File: src/rtl/keypad_pkg.sv
// keypad_pkg: shared types and constants for the 4x4 keypad scanner.
//   - key kinds and the key-code constants for the non-digit keys
//   - frame-result encoding (NONE / SINGLE / MULTI) plus the code of a single press
//   - key_map(): 16-entry lookup from code = row*4+col to key kind and digit value
package keypad_pkg;

    typedef enum logic [2:0] {
        KEY_IGNORED = 3'd0,
        KEY_DIGIT   = 3'd1,
        KEY_START   = 3'd2,
        KEY_CLEAR   = 3'd3,
        KEY_CONFIRM = 3'd4
    } key_kind_e;

    typedef enum logic [1:0] {
        FR_NONE   = 2'd0,
        FR_SINGLE = 2'd1,
        FR_MULTI  = 2'd2
    } frame_cls_e;

    typedef struct packed {
        frame_cls_e cls;
        logic [3:0] code;
    } frame_t;

    typedef struct packed {
        key_kind_e  kind;
        logic [3:0] digit;
    } key_info_t;

    localparam frame_t     FRAME_NONE   = '{cls: FR_NONE, code: 4'd0};
    localparam logic [3:0] CODE_START   = 4'd3;
    localparam logic [3:0] CODE_CLEAR   = 4'd7;
    localparam logic [3:0] CODE_CONFIRM = 4'd11;

    // Row 3 holds only the 0 key; its other three positions are ignored.
    function automatic key_info_t key_map(input logic [3:0] code);
        key_info_t info;
        info.kind  = KEY_IGNORED;
        info.digit = 4'd0;
        case (code)
            4'd0:         begin info.kind = KEY_DIGIT;   info.digit = 4'd1; end
            4'd1:         begin info.kind = KEY_DIGIT;   info.digit = 4'd2; end
            4'd2:         begin info.kind = KEY_DIGIT;   info.digit = 4'd3; end
            CODE_START:   begin info.kind = KEY_START;   info.digit = 4'd0; end
            4'd4:         begin info.kind = KEY_DIGIT;   info.digit = 4'd4; end
            4'd5:         begin info.kind = KEY_DIGIT;   info.digit = 4'd5; end
            4'd6:         begin info.kind = KEY_DIGIT;   info.digit = 4'd6; end
            CODE_CLEAR:   begin info.kind = KEY_CLEAR;   info.digit = 4'd0; end
            4'd8:         begin info.kind = KEY_DIGIT;   info.digit = 4'd7; end
            4'd9:         begin info.kind = KEY_DIGIT;   info.digit = 4'd8; end
            4'd10:        begin info.kind = KEY_DIGIT;   info.digit = 4'd9; end
            CODE_CONFIRM: begin info.kind = KEY_CONFIRM; info.digit = 4'd0; end
            4'd13:        begin info.kind = KEY_DIGIT;   info.digit = 4'd0; end
            default:      begin info.kind = KEY_IGNORED; info.digit = 4'd0; end
        endcase
        return info;
    endfunction

endpackage

File: src/rtl/keypad_debounce.sv
// keypad_debounce: accepts a new key state after DEBOUNCE_CNT identical frames.
//   clk, rst_n   : clock, async active-low reset
//   frame_valid  : one-cycle strobe, frame_in holds a completed frame result
//   frame_in     : frame result, already reduced to NONE or SINGLE(usable key)
//   accepted     : registered accepted state
module keypad_debounce
    import keypad_pkg::*;
#(
    parameter int DEBOUNCE_CNT = 4
) (
    input  logic   clk,
    input  logic   rst_n,
    input  logic   frame_valid,
    input  frame_t frame_in,
    output frame_t accepted
);

    localparam int            CW      = $clog2(DEBOUNCE_CNT + 1);
    localparam logic [CW-1:0] CNT_MAX = CW'(DEBOUNCE_CNT);
    localparam logic [CW-1:0] CNT_ONE = CW'(1);

    frame_t        cand_r, cand_nxt;
    frame_t        acc_r, acc_nxt;
    logic [CW-1:0] cnt_r, cnt_nxt;

    // Candidate tracking and acceptance, evaluated once per completed frame.
    always_comb begin
        cand_nxt = cand_r;
        cnt_nxt  = cnt_r;
        acc_nxt  = acc_r;
        if (frame_valid) begin
            if (frame_in == cand_r) begin
                if (cnt_r != CNT_MAX) begin
                    cnt_nxt = cnt_r + CNT_ONE;
                end else begin
                    cnt_nxt = cnt_r;
                end
            end else begin
                cand_nxt = frame_in;
                cnt_nxt  = CNT_ONE;
            end
            if (cnt_nxt == CNT_MAX) begin
                acc_nxt = cand_nxt;
            end else begin
                acc_nxt = acc_r;
            end
        end else begin
            acc_nxt = acc_r;
        end
    end

    // Debounce state registers.
    always_ff @(posedge clk or negedge rst_n) begin
        if (!rst_n) begin
            cand_r <= FRAME_NONE;
            cnt_r  <= '0;
            acc_r  <= FRAME_NONE;
        end else begin
            cand_r <= cand_nxt;
            cnt_r  <= cnt_nxt;
            acc_r  <= acc_nxt;
        end
    end

    assign accepted = acc_r;

endmodule

File: src/rtl/keypad_scanner.sv
// keypad_scanner: scans a 4x4 matrix keypad, debounces and decodes keys.
//   clk, rst_n      : clock, async active-low reset
//   row_n[3:0]      : rows (pulled up, low = pressed on driven column), async
//   col_n[3:0]      : column drive, one bit low at a time
//   keydown_*       : level outputs, at most one high
//   num[3:0]        : last accepted digit
module keypad_scanner
    import keypad_pkg::*;
#(
    parameter int SCAN_DIV     = 50000,
    parameter int DEBOUNCE_CNT = 4
) (
    input  logic       clk,
    input  logic       rst_n,
    input  logic [3:0] row_n,
    output logic [3:0] col_n,
    output logic       keydown_num,
    output logic       keydown_start,
    output logic       keydown_clear,
    output logic       keydown_confirm,
    output logic [3:0] num
);

    localparam int            DW       = $clog2(SCAN_DIV);
    localparam logic [DW-1:0] DIV_LAST = DW'(SCAN_DIV - 1);

    logic [3:0]    row_meta_r, row_sync_r;
    logic [DW-1:0] div_r;
    logic [1:0]    col_idx_r;
    logic [3:0]    col_n_r;
    logic [3:0]    samp_r [4];
    logic          scan_tick_s, frame_valid_s;
    logic [4:0]    n_press_s;
    logic [3:0]    hit_code_s;
    key_info_t     hit_info_s, acc_info_s;
    frame_t        frame_raw_s, frame_s, acc_s;
    logic          kd_num_r, kd_start_r, kd_clear_r, kd_confirm_r;
    logic          kd_num_nxt, kd_start_nxt, kd_clear_nxt, kd_confirm_nxt;
    logic [3:0]    shown_code_r, shown_code_nxt, num_r, num_nxt;
    logic          showing_s;

    // Two-flop row synchronizer; idles high like the pulled-up rows.
    always_ff @(posedge clk or negedge rst_n) begin
        if (!rst_n) begin
            row_meta_r <= 4'hF;
            row_sync_r <= 4'hF;
        end else begin
            row_meta_r <= row_n;
            row_sync_r <= row_meta_r;
        end
    end

    assign scan_tick_s   = (div_r == DIV_LAST);
    assign frame_valid_s = scan_tick_s && (col_idx_r == 2'd3);

    // Divider, column rotation and per-column row capture.
    always_ff @(posedge clk or negedge rst_n) begin
        if (!rst_n) begin
            div_r     <= '0;
            col_idx_r <= 2'd0;
            col_n_r   <= 4'b1110;
            for (int i = 0; i < 4; i++) begin
                samp_r[i] <= 4'd0;
            end
        end else if (scan_tick_s) begin
            div_r             <= '0;
            col_idx_r         <= col_idx_r + 2'd1;
            col_n_r           <= {col_n_r[2:0], col_n_r[3]};
            samp_r[col_idx_r] <= ~row_sync_r;
        end else begin
            div_r <= div_r + {{(DW-1){1'b0}}, 1'b1};
        end
    end

    // Frame classification; column 3 is taken live since the frame closes on its sample.
    always_comb begin
        n_press_s  = 5'd0;
        hit_code_s = 4'd0;
        for (int c = 0; c < 4; c++) begin
            for (int r = 0; r < 4; r++) begin
                if ((c == 3) ? ~row_sync_r[r] : samp_r[c][r]) begin
                    n_press_s  = n_press_s + 5'd1;
                    hit_code_s = 4'(r * 4 + c);
                end
            end
        end
        hit_info_s = key_map(hit_code_s);
        if (n_press_s == 5'd0) begin
            frame_raw_s = FRAME_NONE;
        end else if (n_press_s == 5'd1) begin
            frame_raw_s = '{cls: FR_SINGLE, code: hit_code_s};
        end else begin
            frame_raw_s = '{cls: FR_MULTI, code: 4'd0};
        end
        // Chords and ignored keys count as "nothing pressed" for debouncing.
        if (frame_raw_s.cls == FR_SINGLE && hit_info_s.kind != KEY_IGNORED) begin
            frame_s = frame_raw_s;
        end else begin
            frame_s = FRAME_NONE;
        end
    end

    keypad_debounce #(
        .DEBOUNCE_CNT (DEBOUNCE_CNT)
    ) u_debounce (
        .clk         (clk),
        .rst_n       (rst_n),
        .frame_valid (frame_valid_s),
        .frame_in    (frame_s),
        .accepted    (acc_s)
    );

    assign acc_info_s = key_map(acc_s.code);
    assign showing_s  = kd_num_r | kd_start_r | kd_clear_r | kd_confirm_r;

    // Output decode: a key shown must be dropped for a cycle before a different one appears.
    always_comb begin
        kd_num_nxt     = kd_num_r;
        kd_start_nxt   = kd_start_r;
        kd_clear_nxt   = kd_clear_r;
        kd_confirm_nxt = kd_confirm_r;
        shown_code_nxt = shown_code_r;
        num_nxt        = num_r;
        if (showing_s && (acc_s.cls != FR_SINGLE || acc_s.code != shown_code_r)) begin
            kd_num_nxt     = 1'b0;
            kd_start_nxt   = 1'b0;
            kd_clear_nxt   = 1'b0;
            kd_confirm_nxt = 1'b0;
        end else if (!showing_s && acc_s.cls == FR_SINGLE) begin
            shown_code_nxt = acc_s.code;
            case (acc_info_s.kind)
                KEY_DIGIT: begin
                    kd_num_nxt = 1'b1;
                    num_nxt    = acc_info_s.digit;
                end
                KEY_START:   kd_start_nxt   = 1'b1;
                KEY_CLEAR:   kd_clear_nxt   = 1'b1;
                KEY_CONFIRM: kd_confirm_nxt = 1'b1;
                default:     kd_num_nxt     = 1'b0;
            endcase
        end else begin
            shown_code_nxt = shown_code_r;
        end
    end

    // Output registers.
    always_ff @(posedge clk or negedge rst_n) begin
        if (!rst_n) begin
            kd_num_r     <= 1'b0;
            kd_start_r   <= 1'b0;
            kd_clear_r   <= 1'b0;
            kd_confirm_r <= 1'b0;
            shown_code_r <= 4'd0;
            num_r        <= 4'd0;
        end else begin
            kd_num_r     <= kd_num_nxt;
            kd_start_r   <= kd_start_nxt;
            kd_clear_r   <= kd_clear_nxt;
            kd_confirm_r <= kd_confirm_nxt;
            shown_code_r <= shown_code_nxt;
            num_r        <= num_nxt;
        end
    end

    assign col_n           = col_n_r;
    assign keydown_num     = kd_num_r;
    assign keydown_start   = kd_start_r;
    assign keydown_clear   = kd_clear_r;
    assign keydown_confirm = kd_confirm_r;
    assign num             = num_r;

endmodule

File: config.mk
export PLATFORM = sky130hd
export DESIGN_NAME = keypad_scanner
export DESIGN_NICKNAME = d
export VERILOG_FILES = /design/src/rtl/keypad_pkg.sv /design/src/rtl/keypad_debounce.sv /design/src/rtl/keypad_scanner.sv
export SDC_FILE = /design/constraint.sdc
export NUM_CORES = 1
export LEC_CHECK = 0
export CAP_MARGIN = 20
export CORE_MARGIN = 1
export CORE_UTILIZATION = 58
export CTS_CLUSTER_SIZE = 8
export DETAILED_ROUTE_END_ITERATION = 8
export GPL_TIMING_DRIVEN = 0
export PLACE_DENSITY = 0.76
export SYNTH_ARGS = -nofsm -noshare
export SYNTH_HDL_FRONTEND = slang
export SYNTH_SLANG_ARGS = --single-unit
File: constraint.sdc
create_clock -name clk -period 10.55 [get_ports clk]
set_input_delay 3.165 -clock clk [delete_from_list [all_inputs] [get_ports clk]]
set_output_delay 3.165 -clock clk [all_outputs]
set_load 0.01 [all_outputs]
==> results.json <==
{
  "outcome": "finished clean",
  "syn_avg_cell_area_sq_um": 9.59,
  "synth_area_leader_cell": "dfrtp_1",
  "path_clk_slew_ns": 0.08,
  "p_sw_share_pct": 24.0,
  "critPathBufInv": 4,
  "coreArea_sq_um": 7930,
  "ys.flop_type": "dfrtp_1",
  "crit_start": "samp_r[13]$_DFFE_PN0P_",
  "rrSetupSlack_ns": 0.68,
  "p_int_uw": 358,
  "placement.io_buffers": 17,
  "drt_iter0_markers": 134,
  "start_util_pct": 61.2,
  "skew_ns": 0.00978,
  "crit_slowest_cell": "dfrtp_1",
  "totalWireLength_um": 9330,
  "wl_per_cell_um": 14.5,
  "r2r-end": "u_debounce.accepted[1]$_DFFE_PN0P_",
  "holdPathStages": 0,
  "die_area_sq_um": 8740,
  "start_kind": "register",
  "grt_max_degree": 70,
  "firstDrtPassIters": 4,
  "clock_sinks": 69,
  "async_flop_share_pct": 100,
  "grt_pass1_vias": 3616,
  "crit_end": "u_debounce.accepted[1]$_DFFE_PN0P_",
  "synth-edff-count": 0,
  "r2r-start": "samp_r[13]$_DFFE_PN0P_",
  "fp-row-count": 32,
  "cts_root_buf": "clkbuf_8",
  "netlist_top_cells_area": "dfrtp_1 (30%), ha_1 (6.7%), dfstp_2 (6.0%)",
  "cts_tree": "built",
  "critPathArrivalTime_ns": 10.09,
  "antenna_found_initial": 0,
  "ant_nets": 0,
  "cp-end-kind": "register",
  "worstPathRequired_ns": 10.77,
  "drv_slew": 0,
  "routed_via_density": 5.69,
  "area_delta_synth_final_pct": 10.0,
  "p_leak_uw": 0.00240,
  "setup_slack_ns": 0.683,
  "worst_r2r_path_depth": 49,
  "critPathKind": "register to register",
  "hold_viol": 0,
  "period_needed_ns": 9.87,
  "timing.slew.headroom_pct": 44.2,
  "whs_ns": 0.357,
  "gp_congestion": 0.848,
  "cpLargestDelayFamily": "adder cells",
  "synthCells": 506,
  "dp_slack_ns": 0.516,
  "drive_gt1_share_pct": 11.3,
  "ys_seq_area_share_pct": 35.9,
  "vias": 3654,
  "worst_slew_pin_slew_ns": 0.837,
  "sequentialPowerShare_pct": 57.1,
  "cts_max_level": 3,
  "cts_buffers": 9,
  "synth_area_sq_um": 4850,
  "crit_fanout": 6,
  "track_usage_pct": 23.5,
  "path_depth": 49,
  "p_sw_uw": 113,
  "final-setup-viol-count": 0,
  "finalCritPeriodShare_pct": 93.5,
  "pwr-share-clk_pct": 38.6,
  "peakVddDrop_mv": 0.135,
  "grt_pass1_wl_um": 16200,
  "grt.overflow.total": 0,
  "hp-class": "register to register",
  "crit_top_cell": "ha_1",
  "slowest_delay_ns": 0.40,
  "synth_top_area_share_pct": 29.9,
  "maxCapViolCount": 0,
  "cts_max_path_buffers": 2,
  "p_comb_share_pct": 4.3,
  "dieWidth_um": 93.5,
  "synth_cell_types": 67,
  "p_per_area_nw_per_um2": 88.2,
  "fin_nets": 567,
  "die_h_um": 93.5,
  "post_cts_buffers": 0,
  "dp_hpwl_um": 6890,
  "num_io_pins": 18,
  "clk_latency_ns": 0.34,
  "timing.fmax_ghz": 0.101,
  "yosys_register_bits": 69,
  "drcViolationCount": 0,
  "yosys_warnings": 0,
  "utilization_pct": 67.3,
  "antenna_cells": 0,
  "synth_nets": 538
}
[logic make-up (layout without fill, tap and decap cells)]
family,count (synthesis),in the layout,share of synthesized area (%)
simple gates,182,182,18.3
compound gates,101,101,13.7
flops,69,69,35.9
xor+xnor,65,65,16.9
buf+inv,43,77,3.82
fa+ha+maj,27,27,6.91
mux,19,19,4.51
[what timing repair did]
action | 4_1_cts | 5_1_grt
setup endpoints to repair | 0 | 14
gates resized for setup | 0 | 3
hold buffers | 0 | 0
[how the worst min path moves through the flow]
stage / from / to
2_1_floorplan: row_meta_r[0]$_DFF_PN1_ / row_sync_r[0]$_DFF_PN1_
3_3_place_gp: row_meta_r[0]$_DFF_PN1_ / row_sync_r[0]$_DFF_PN1_
3_5_place_dp: row_meta_r[0]$_DFF_PN1_ / row_sync_r[0]$_DFF_PN1_
4_1_cts: row_meta_r[0]$_DFF_PN1_ / row_sync_r[0]$_DFF_PN1_
5_1_grt: row_meta_r[0]$_DFF_PN1_ / row_sync_r[0]$_DFF_PN1_
6_report: row_meta_r[0]$_DFF_PN1_ / row_sync_r[0]$_DFF_PN1_
[area by class of cell]
cell class	instances	area [sq um]
clock buffers	9	124
inverters	26	97.6
fillers	645	2590
plain buffers	17	87.6
flip-flops and latches	69	1740
multi-input cells	394	2950
repair buffers	18	173
clock inverters	7	42.5
well taps	102	128
[metal layers]
metal / global-route usage (%) / up-vias / share of wire [%]
met5: 0 / - / 0
met4: 8.33 / 0 / 1.1
met3: 3.74 / 11 / 2.4
met2: 41.3 / 48 / 51
met1: 29.3 / 1760 / 45
li1: - / 1835 / -
[sequential cells by signal, summed over array words and instances (netlist names), 3 cells and up]
signal / count
row_sync_r: 4
col_n: 4
shown_code_r: 4
div_r: 16
u_debounce.accepted: 6
row_meta_r: 4
u_debounce.cand_r: 6
num: 4
u_debounce.cnt_r: 3
samp_r: 12
[worst register-to-register path: cells and delay by family (launching register included)]
family                     cells  cell delay [ns]
muxes                          4             1.02
and+or+nand+nor               15             1.75
xor gates and xnor gates       2             0.57
DFF                            1             0.40
AOI/OAI and AO/OA             11             1.87
buffers and inverters          4             0.35
adders and majority gates     13             3.78
[power groups by stage]
| stage | registers, uW | clock network, uW | logic (uW) |
|---|---|---|---|
| 2_1_floorplan | 273 | 0 | 11.2 |
| 6_report | 269 | 182 | 20.3 |
| 4_1_cts | 269 | 190 | 20.9 |
| 3_3_place_gp | 273 | 0 | 20.1 |
| 3_5_place_dp | 274 | 0 | 20.9 |
| 5_1_grt | 269 | 197 | 23.5 |
[per-stage QoR]
| step | area [sq um] | cells | power, uW | setup TNS, ns |
|---|---|---|---|---|
| 3_3_place_gp | 5150 | 625 | 294 | 0 |
| 5_1_grt | 5340 | 642 | 490 | -0.0917 |
| 4_1_cts | 5320 | 641 | 479 | 0 |
| 2_1_floorplan | 4850 | 506 | 284 | 0 |
| 6_report | 5340 | 642 | 471 | 0 |
| 3_5_place_dp | 5150 | 625 | 294 | 0 |
[cell usage in the layout, fill, tap and decap left out, drive strengths merged, types with 6 or more instances in the layout]
cell            n
o31ai           9
nor3           10
clkbuf         20
mux2i           8
mux2           11
clkdlybuf4s50  16
ha             26
inv            26
xor2           24
nand3          13
nor2           49
nand2b          6
a21oi          26
o21ai          29
dfstp          11
and3            8
nand2          57
nand4           8
dfrtp          58
buf             8
xnor3           9
xnor2          29
[cell usage after synthesis (10+ instances only)]
| master | n |
|---|---|
| nand3_1 | 12 |
| nand2_1 | 57 |
| dfrtp_1 | 58 |
| nor3_1 | 10 |
| xor2_1 | 23 |
| dfstp_2 | 11 |
| nor2_1 | 48 |
| a21oi_1 | 26 |
| inv_1 | 26 |
| ha_1 | 26 |
| clkbuf_1 | 11 |
| xnor2_1 | 24 |
| o21ai_0 | 28 |
(Power assumes the default switching activity.)
